==> config.mk <==
export PLATFORM = sky130hd
export DESIGN_NAME = mem_access_ctrl_flat
export DESIGN_NICKNAME = d
export VERILOG_FILES = /design/src/rtl/mem_access_if.sv /design/src/rtl/mem_access_ctrl.sv /design/src/flat_wrapper.sv
export SDC_FILE = /design/constraint.sdc
export NUM_CORES = 1
export LEC_CHECK = 0
export CORE_MARGIN = 3
export CORE_UTILIZATION = 35
export DETAILED_ROUTE_END_ITERATION = 8
export PLACE_DENSITY = 0.62
export SLEW_MARGIN = 20
export SYNTH_ARGS = -nofsm -noshare
export SYNTH_HDL_FRONTEND = slang
export SYNTH_SLANG_ARGS = --single-unit
==> constraint.sdc <==
create_clock -name clk -period 1.9 [get_ports clk]
set_input_delay 0.38 -clock clk [delete_from_list [all_inputs] [get_ports clk]]
set_output_delay 0.38 -clock clk [all_outputs]
set_load 0.005 [all_outputs]
==> src/rtl/mem_access_if.sv <==
// Handshake and strobe bundle between the LC-3 control unit,
// the memory sequencer and the MAR/MDR/RAM datapath.
interface mem_access_if;
    logic req;
    logic rw;
    logic ack;
    logic busy;
    logic addr_phase;
    logic data_phase;
    logic ldMAR;
    logic ldMDR;
    logic memWE;
    logic selMDR;

    modport master (
        output req, rw,
        input  ack, busy, addr_phase, data_phase,
        input  ldMAR, ldMDR, memWE, selMDR
    );

    modport slave (
        input  req, rw,
        output ack, busy, addr_phase, data_phase,
        output ldMAR, ldMDR, memWE, selMDR
    );
endinterface

==> src/rtl/mem_access_ctrl.sv <==
// LC-3 memory sequencer: orders MAR/MDR loads and RAM write strobes
// for one read or write at a time, closing each with a one-cycle ack.
module mem_access_ctrl #(
    parameter int MEM_LAT = 1,
    parameter int CW      = 4
) (
    input  logic         clk,
    input  logic         reset,
    mem_access_if.slave  mac
);

    typedef enum logic [2:0] {
        IDLE,
        ADDR,
        WAIT,
        CAPT,
        WDATA,
        WRITE,
        DONE
    } state_t;

    localparam logic [CW-1:0] LOAD =
        CW'((MEM_LAT > 0) ? MEM_LAT - 1 : 0);

    state_t        state;
    state_t        state_n;
    logic [CW-1:0] cnt;
    logic [CW-1:0] cnt_n;
    logic          rw_q;
    logic          rw_n;

    always_ff @(posedge clk or negedge reset) begin
        if (!reset) begin
            state <= IDLE;
            cnt   <= '0;
            rw_q  <= 1'b0;
        end else begin
            state <= state_n;
            cnt   <= cnt_n;
            rw_q  <= rw_n;
        end
    end

    // rw is captured only on acceptance; later changes are ignored
    always_comb begin
        state_n = state;
        cnt_n   = cnt;
        rw_n    = rw_q;
        unique case (state)
            IDLE: begin
                if (mac.req) begin
                    rw_n    = mac.rw;
                    state_n = ADDR;
                end
            end
            ADDR: begin
                if (rw_q) begin
                    state_n = WDATA;
                end else if (MEM_LAT == 0) begin
                    state_n = CAPT;
                end else begin
                    state_n = WAIT;
                    cnt_n   = LOAD;
                end
            end
            WAIT: begin
                if (cnt == '0) begin
                    state_n = CAPT;
                end else begin
                    cnt_n = cnt - CW'(1);
                end
            end
            CAPT:    state_n = DONE;
            WDATA:   state_n = WRITE;
            WRITE:   state_n = DONE;
            DONE:    state_n = IDLE;
            default: state_n = IDLE;
        endcase
    end

    // Moore outputs: reset forces IDLE, so all strobes drop at once
    always_comb begin
        mac.ack        = 1'b0;
        mac.addr_phase = 1'b0;
        mac.data_phase = 1'b0;
        mac.ldMAR      = 1'b0;
        mac.ldMDR      = 1'b0;
        mac.memWE      = 1'b0;
        mac.selMDR     = 1'b0;
        mac.busy       = (state != IDLE);
        unique case (state)
            IDLE: ;
            ADDR: begin
                mac.ldMAR      = 1'b1;
                mac.addr_phase = 1'b1;
            end
            WAIT: ;
            CAPT: begin
                mac.ldMDR  = 1'b1;
                mac.selMDR = 1'b1;
            end
            WDATA: begin
                mac.ldMDR      = 1'b1;
                mac.data_phase = 1'b1;
            end
            WRITE: mac.memWE = 1'b1;
            DONE:  mac.ack   = 1'b1;
            default: ;
        endcase
    end

endmodule

==> src/flat_wrapper.sv <==
// flat-port wrapper written by rule: the top's interface ports become plain ports
module mem_access_ctrl_flat 
#(
    parameter int MEM_LAT = 1,
    parameter int CW      = 4
)
  (clk, reset, mac_req, mac_rw, mac_ack, mac_busy, mac_addr_phase, mac_data_phase, mac_ldMAR, mac_ldMDR, mac_memWE, mac_selMDR);
  mem_access_if mac_i ();
  input  logic clk;
  input  logic reset;
  input wire logic [$bits(mac_i.req)-1:0] mac_req;
  input wire logic [$bits(mac_i.rw)-1:0] mac_rw;
  output wire logic [$bits(mac_i.ack)-1:0] mac_ack;
  output wire logic [$bits(mac_i.busy)-1:0] mac_busy;
  output wire logic [$bits(mac_i.addr_phase)-1:0] mac_addr_phase;
  output wire logic [$bits(mac_i.data_phase)-1:0] mac_data_phase;
  output wire logic [$bits(mac_i.ldMAR)-1:0] mac_ldMAR;
  output wire logic [$bits(mac_i.ldMDR)-1:0] mac_ldMDR;
  output wire logic [$bits(mac_i.memWE)-1:0] mac_memWE;
  output wire logic [$bits(mac_i.selMDR)-1:0] mac_selMDR;
  assign mac_i.req = mac_req;
  assign mac_i.rw = mac_rw;
  assign mac_ack = mac_i.ack;
  assign mac_busy = mac_i.busy;
  assign mac_addr_phase = mac_i.addr_phase;
  assign mac_data_phase = mac_i.data_phase;
  assign mac_ldMAR = mac_i.ldMAR;
  assign mac_ldMDR = mac_i.ldMDR;
  assign mac_memWE = mac_i.memWE;
  assign mac_selMDR = mac_i.selMDR;
  mem_access_ctrl #(.MEM_LAT(MEM_LAT), .CW(CW)) u_core (.clk(clk), .reset(reset), .mac(mac_i));
endmodule
Word level (Yosys, flattened, before mapping)
Cells that the tools add are included.
W data, S select, Z words.
{ "classes": {"bitwise": 0, "mux": 13, "eq_ne": 10, "n_shift": 0, "n_addsub": 1, "reduce_logical": 9, "div_mod_pow": 0, "multipliers": 0, "magnitude_cmp": 0} }
{ "op_table": {"columns": ["cell", "count"], "rows": [
  ["$pmux W3 S5", 1],
  ["$eq A3 B3 Y1 const B", 3],
  ["$mux W3", 3],
  ["$mux W4", 2],
  ["$pmux W4 S2", 1],
  ["$eq A3 B2 Y1 const B", 2],
  ["$mux W1", 6],
  ["$ne A2 B2 Y1 const B", 3],
  ["$logic_not A4 Y1", 1],
  ["$reduce_and A2 Y1", 2],
  ["$reduce_or A2 Y1", 2],
  ["$sub A4 B1 Y4 const B", 1],
  ["$eq A3 B1 Y1 const B", 1],
  ["$logic_not A3 Y1", 1],
  ["$reduce_and A3 Y1", 1],
  ["$reduce_bool A3 Y1", 1],
  ["$ne A2 B1 Y1 const B", 1],
  ["$reduce_bool A2 Y1", 1]
]} }
{ "word_totals": {"romBits": 0, "elab_cells": 36, "ramBits": 0, "latchBits": 0, "out_inout_bits": 8, "reg_bits": 8, "memories": 0} }

Longest topological paths before layout
{ "logic_depth": {"word_depth": 3, "depth_mapped": 5, "mapped_depth_nobuf": 5} }

Worst setup path after synthesis
OpenSTA, ideal clock, no wires.
{ "synth_path": {"path_kind": "register to output", "start": "reg u_core.state[1]", "end": "out mac_ldMAR", "t_required_ns": 1.520, "arrival_ns": 1.025, "path_buffers": 2, "path_stages_with_launch": 4, "setup_slack_ns": 0.495, "path_cell_list": "dfrtp_1 > buf_2 > nor3b_1 > buf_4"} }
{ "synth_via": {"elab_chain_len": 2} }
{ "synth_lines": {"columns": ["element", "line_no", "rtl"], "rows": [
  ["start: declaration", "mem_access_ctrl.sv:25", "state_t state;"],
  ["start signal: assignment", "mem_access_ctrl.sv:38", "state <= state_n;"],
  ["$eq A3 B1 Y1", null, null],
  ["$mux W1", null, null],
  ["end: declaration", "flat_wrapper.sv:17", "output wire logic [$bits(mac_i.ldMAR)-1:0] mac_ldMAR;"]
]} }
No other way between the ends.

Final worst setup path
{ "layout_path": {"start": "reg u_core.state[1]", "end": "out mac_memWE"} }
{ "layout_via": {"elab_chain_len": 2} }
{ "layout_lines": {"columns": ["element", "line_no", "rtl"], "rows": [
  ["$eq A3 B3 Y1", "mem_access_ctrl.sv:91", "unique case (state)"],
  ["$mux W1", "mem_access_ctrl.sv:91", null],
  ["end: declaration", "flat_wrapper.sv:19", "output wire logic [$bits(mac_i.memWE)-1:0] mac_memWE;"]
]} }
No other way between the ends.

==> results.toml <==
[status]
status = "complete, no violations"

[critical_path]
ff2ff_path_depth = 5
timing.rr.end = "u_core.cnt[1]"
critPathKind = "reg2out"
timing.critical_path.from_type = "flip-flop"
endpoint_kind = "primary output"
cp.required_ps = 1520
worst_path_max_fanout = 6
regToRegStartpoint = "u_core.cnt[0]"
worst-endpoint-arrival_ps = 1450
worst-r2r-setup-slack_ps = 420

[cts]
cts_tree = "done"
clk_pin_slew_worst_paths_ps = 50
clock_tree.htree_level_count = 1
clock_tree.root_cell = "sky130_fd_sc_hd__clkbuf_4"
clkLatencyLatePin_ps = 250
cts-buffers-inserted = 3
cts_max_path_buffers = 2
tritoncts_num_sinks = 8

[drt]
drc = 0
drt-met1-wl_microns = 438
antenna_left = 0
viasPerCell = 5.01
postRouteWirelength_microns = 907
detailroute.wirelength.met3_microns = 31
detailroute.via_count = 401
detail_route.iter0.violations = 3
avgRoutedWirePerCell_microns = 11.3
route.met2.wl_microns = 437
route.top_layer_used = "met3"
dr.pass1.iters = 2

[timing]
period_share = 0.966
timing.final.setup_violations = 0
rsz0062_at_grt = "no"
finalClockSkew_ps = 1.86
setup_tns_ps = 0
timing_worst_slew_pin_value_ps = 366
worst_rel_slew_slack = 0.755
count_of_final_max_slew_check_failures = 0
maxClockFrequency_mhz = 545
finalCriticalPeriod_ps = 1830
hold_viol_final = 0
worst_hold_slack_ps = 411

[cells_and_area]
postLayoutCoreUtil = 0.550
drive_above_1_share = 0.212
final_net_count = 74
flow.area_growth_from_synthesis_pct = 38.2
num_antenna_cells = 0

[placed_design]
dp.final_hpwl_microns = 711
io_buffer_count = 11
finalWeightedCongestion = 0.755

[floorplanning]
vertical_die_dimension_microns = 42.7
io-pin-count = 12
die_x_microns = 42.7
die_area_sq_mm = 0.00182
initial_core_util = 0.398
floorplan.core_area_sq_mm = 0.00119
std_cell_rows = 12

[global_route]
grt_antenna_before_repair = 0
groute.usage.overall = 0.113
number_of_global_route_vias_before_repair = 379
congestion_overflow_gr = 0
grt_first_pass_wirelength_mm = 1.55
pin_count_of_the_biggest_net_entering_global_routing = 11

[synth]
syn_inst = 50
synth_sequential_area_ratio = 0.424
synthesis.nets = 56
synthesis.area_sq_um = 472
netlist_top_cells_count = "sky130_fd_sc_hd__dfrtp_1, sky130_fd_sc_hd__nand2_1, sky130_fd_sc_hd__mux2i_1"
yosys_most_used_dff = "sky130_fd_sc_hd__dfrtp_1"
synth_top_cells_by_area = "sky130_fd_sc_hd__dfrtp_1, sky130_fd_sc_hd__mux2i_1, sky130_fd_sc_hd__ha_1"
synth-async-reset-ratio = 1.00
synth.most_common_cell = "sky130_fd_sc_hd__dfrtp_1"
synth_largest_area_cell = "sky130_fd_sc_hd__dfrtp_1"
synth.distinct_cells = 21
synth_edf_count = 0
synth_seq_cells = 8
avgSynthCellArea_sq_um = 9.43
synth_warnings = 0
synth_largest_type_area_fraction = 0.424

[worst_hold_path]
worstHoldPathType = "in2async"

[power_and_ir_drop]
power_density_mw_per_mm2 = 1310
irDropWorstVdd_mv = 0.730
power_leakage_uw = 0.000332

[flow_run]
max_cap_violations = 0
==> flip-flops by register name (all words and copies together), names as in the netlist <==
signal / count
u_core.cnt: 4
u_core.rw_q: 1
u_core.state: 3
==> cell type report <==
type,count,area [sq um]
Sequential cell,8,204
Inverter,3,11.3
Timing Repair Buffer,16,149
Clock buffer,3,22.5
Multi-Input combinational cell,36,248
Fill cell,110,534
Tap cell,14,17.5
==> logic make-up (layout without fill, tap and decap cells) <==
logic type,count (synthesis),after routing,share of synthesized area
multiplexers,6,6,0.130
flip-flops,8,8,0.424
buffers and inverters,6,22,0.0610
adder cells (fa/ha/maj),2,2,0.0530
AND/OR/NAND/NOR,22,22,0.255
AO/OA/AOI/OAI,6,6,0.0769
==> routing by layer <==
layer / track usage / vias to the layer above
li1: - / 208
met3: 0.0127 / 0
met5: 0 / -
met1: 0.146 / 188
met2: 0.165 / 5
met4: 0.0932 / 0
==> timing repair <==
action	4_1_cts	5_1_grt
buffers inserted	2	0
hold buffers	0	0
gates resized for setup	3	3
setup endpoints to repair	4	3
==> cells in the final DEF (no fill, tap or decap), drive strengths merged <==
| cell type | Yosys | layout |
|---|---|---|
| nand3 | 2 | 2 |
| mux2i | 5 | 5 |
| nand2 | 6 | 6 |
| nor3 | 1 | 1 |
| clkbuf | 0 | 3 |
| dlymetal6s2s | 0 | 1 |
| and3 | 1 | 1 |
| o22ai | 1 | 1 |
| dlygate4sd2 | 0 | 1 |
| clkdlybuf4s50 | 0 | 9 |
| o21ai | 1 | 1 |
| or4b | 1 | 1 |
| nand4 | 2 | 2 |
| ha | 2 | 2 |
| inv | 3 | 3 |
| nand2b | 3 | 3 |
| dfrtp | 8 | 8 |
| nor3b | 1 | 1 |
| a21oi | 3 | 3 |
| o311a | 1 | 1 |
| nor2 | 4 | 4 |
| mux2 | 1 | 1 |
| or3b | 1 | 1 |
| buf | 3 | 5 |
==> worst max-delay path by stage <==
| stage | endpoint | cells after the start | slack, ps | start |
|---|---|---|---|---|
| 2_1_floorplan | mac_ldMAR | 3 | 490 | u_core.state[1] |
| 3_3_place_gp | mac_ldMDR | 3 | 220 | u_core.state[0] |
| 3_5_place_dp | mac_ldMDR | 3 | 200 | u_core.state[0] |
| 4_1_cts | mac_addr_phase | 2 | 6 | u_core.state[2] |
| 5_1_grt | mac_addr_phase | 2 | 6 | u_core.state[2] |
| 6_report | mac_memWE | 3 | 70 | u_core.state[1] |
==> metrics by stage <==
step	setup slack [ps]	total power (uW)	instances	area [sq um]
after global routing	5.52	925	80	652
after CTS	6.14	860	80	643
after floorplan	495	495	50	472
final	65.4	856	80	652
after global placement	220	703	75	604
after detailed placement	203	704	75	604
==> worst max-delay path, cell delays in order, from the launching register on <==
cell and delay, ps:
sky130_fd_sc_hd__dfrtp_2 440, sky130_fd_sc_hd__inv_1 110, sky130_fd_sc_hd__and3_1 160, sky130_fd_sc_hd__clkdlybuf4s50_1 500
==> report_power, final <==
part	leakage, uW	internal, uW	switching [uW]	total [uW]
logic	0.000218	265	179	445
registers	0.000100	221	64.4	286
clock network	0.0000138	72.0	54.0	126
(Power assumes the default switching activity.)
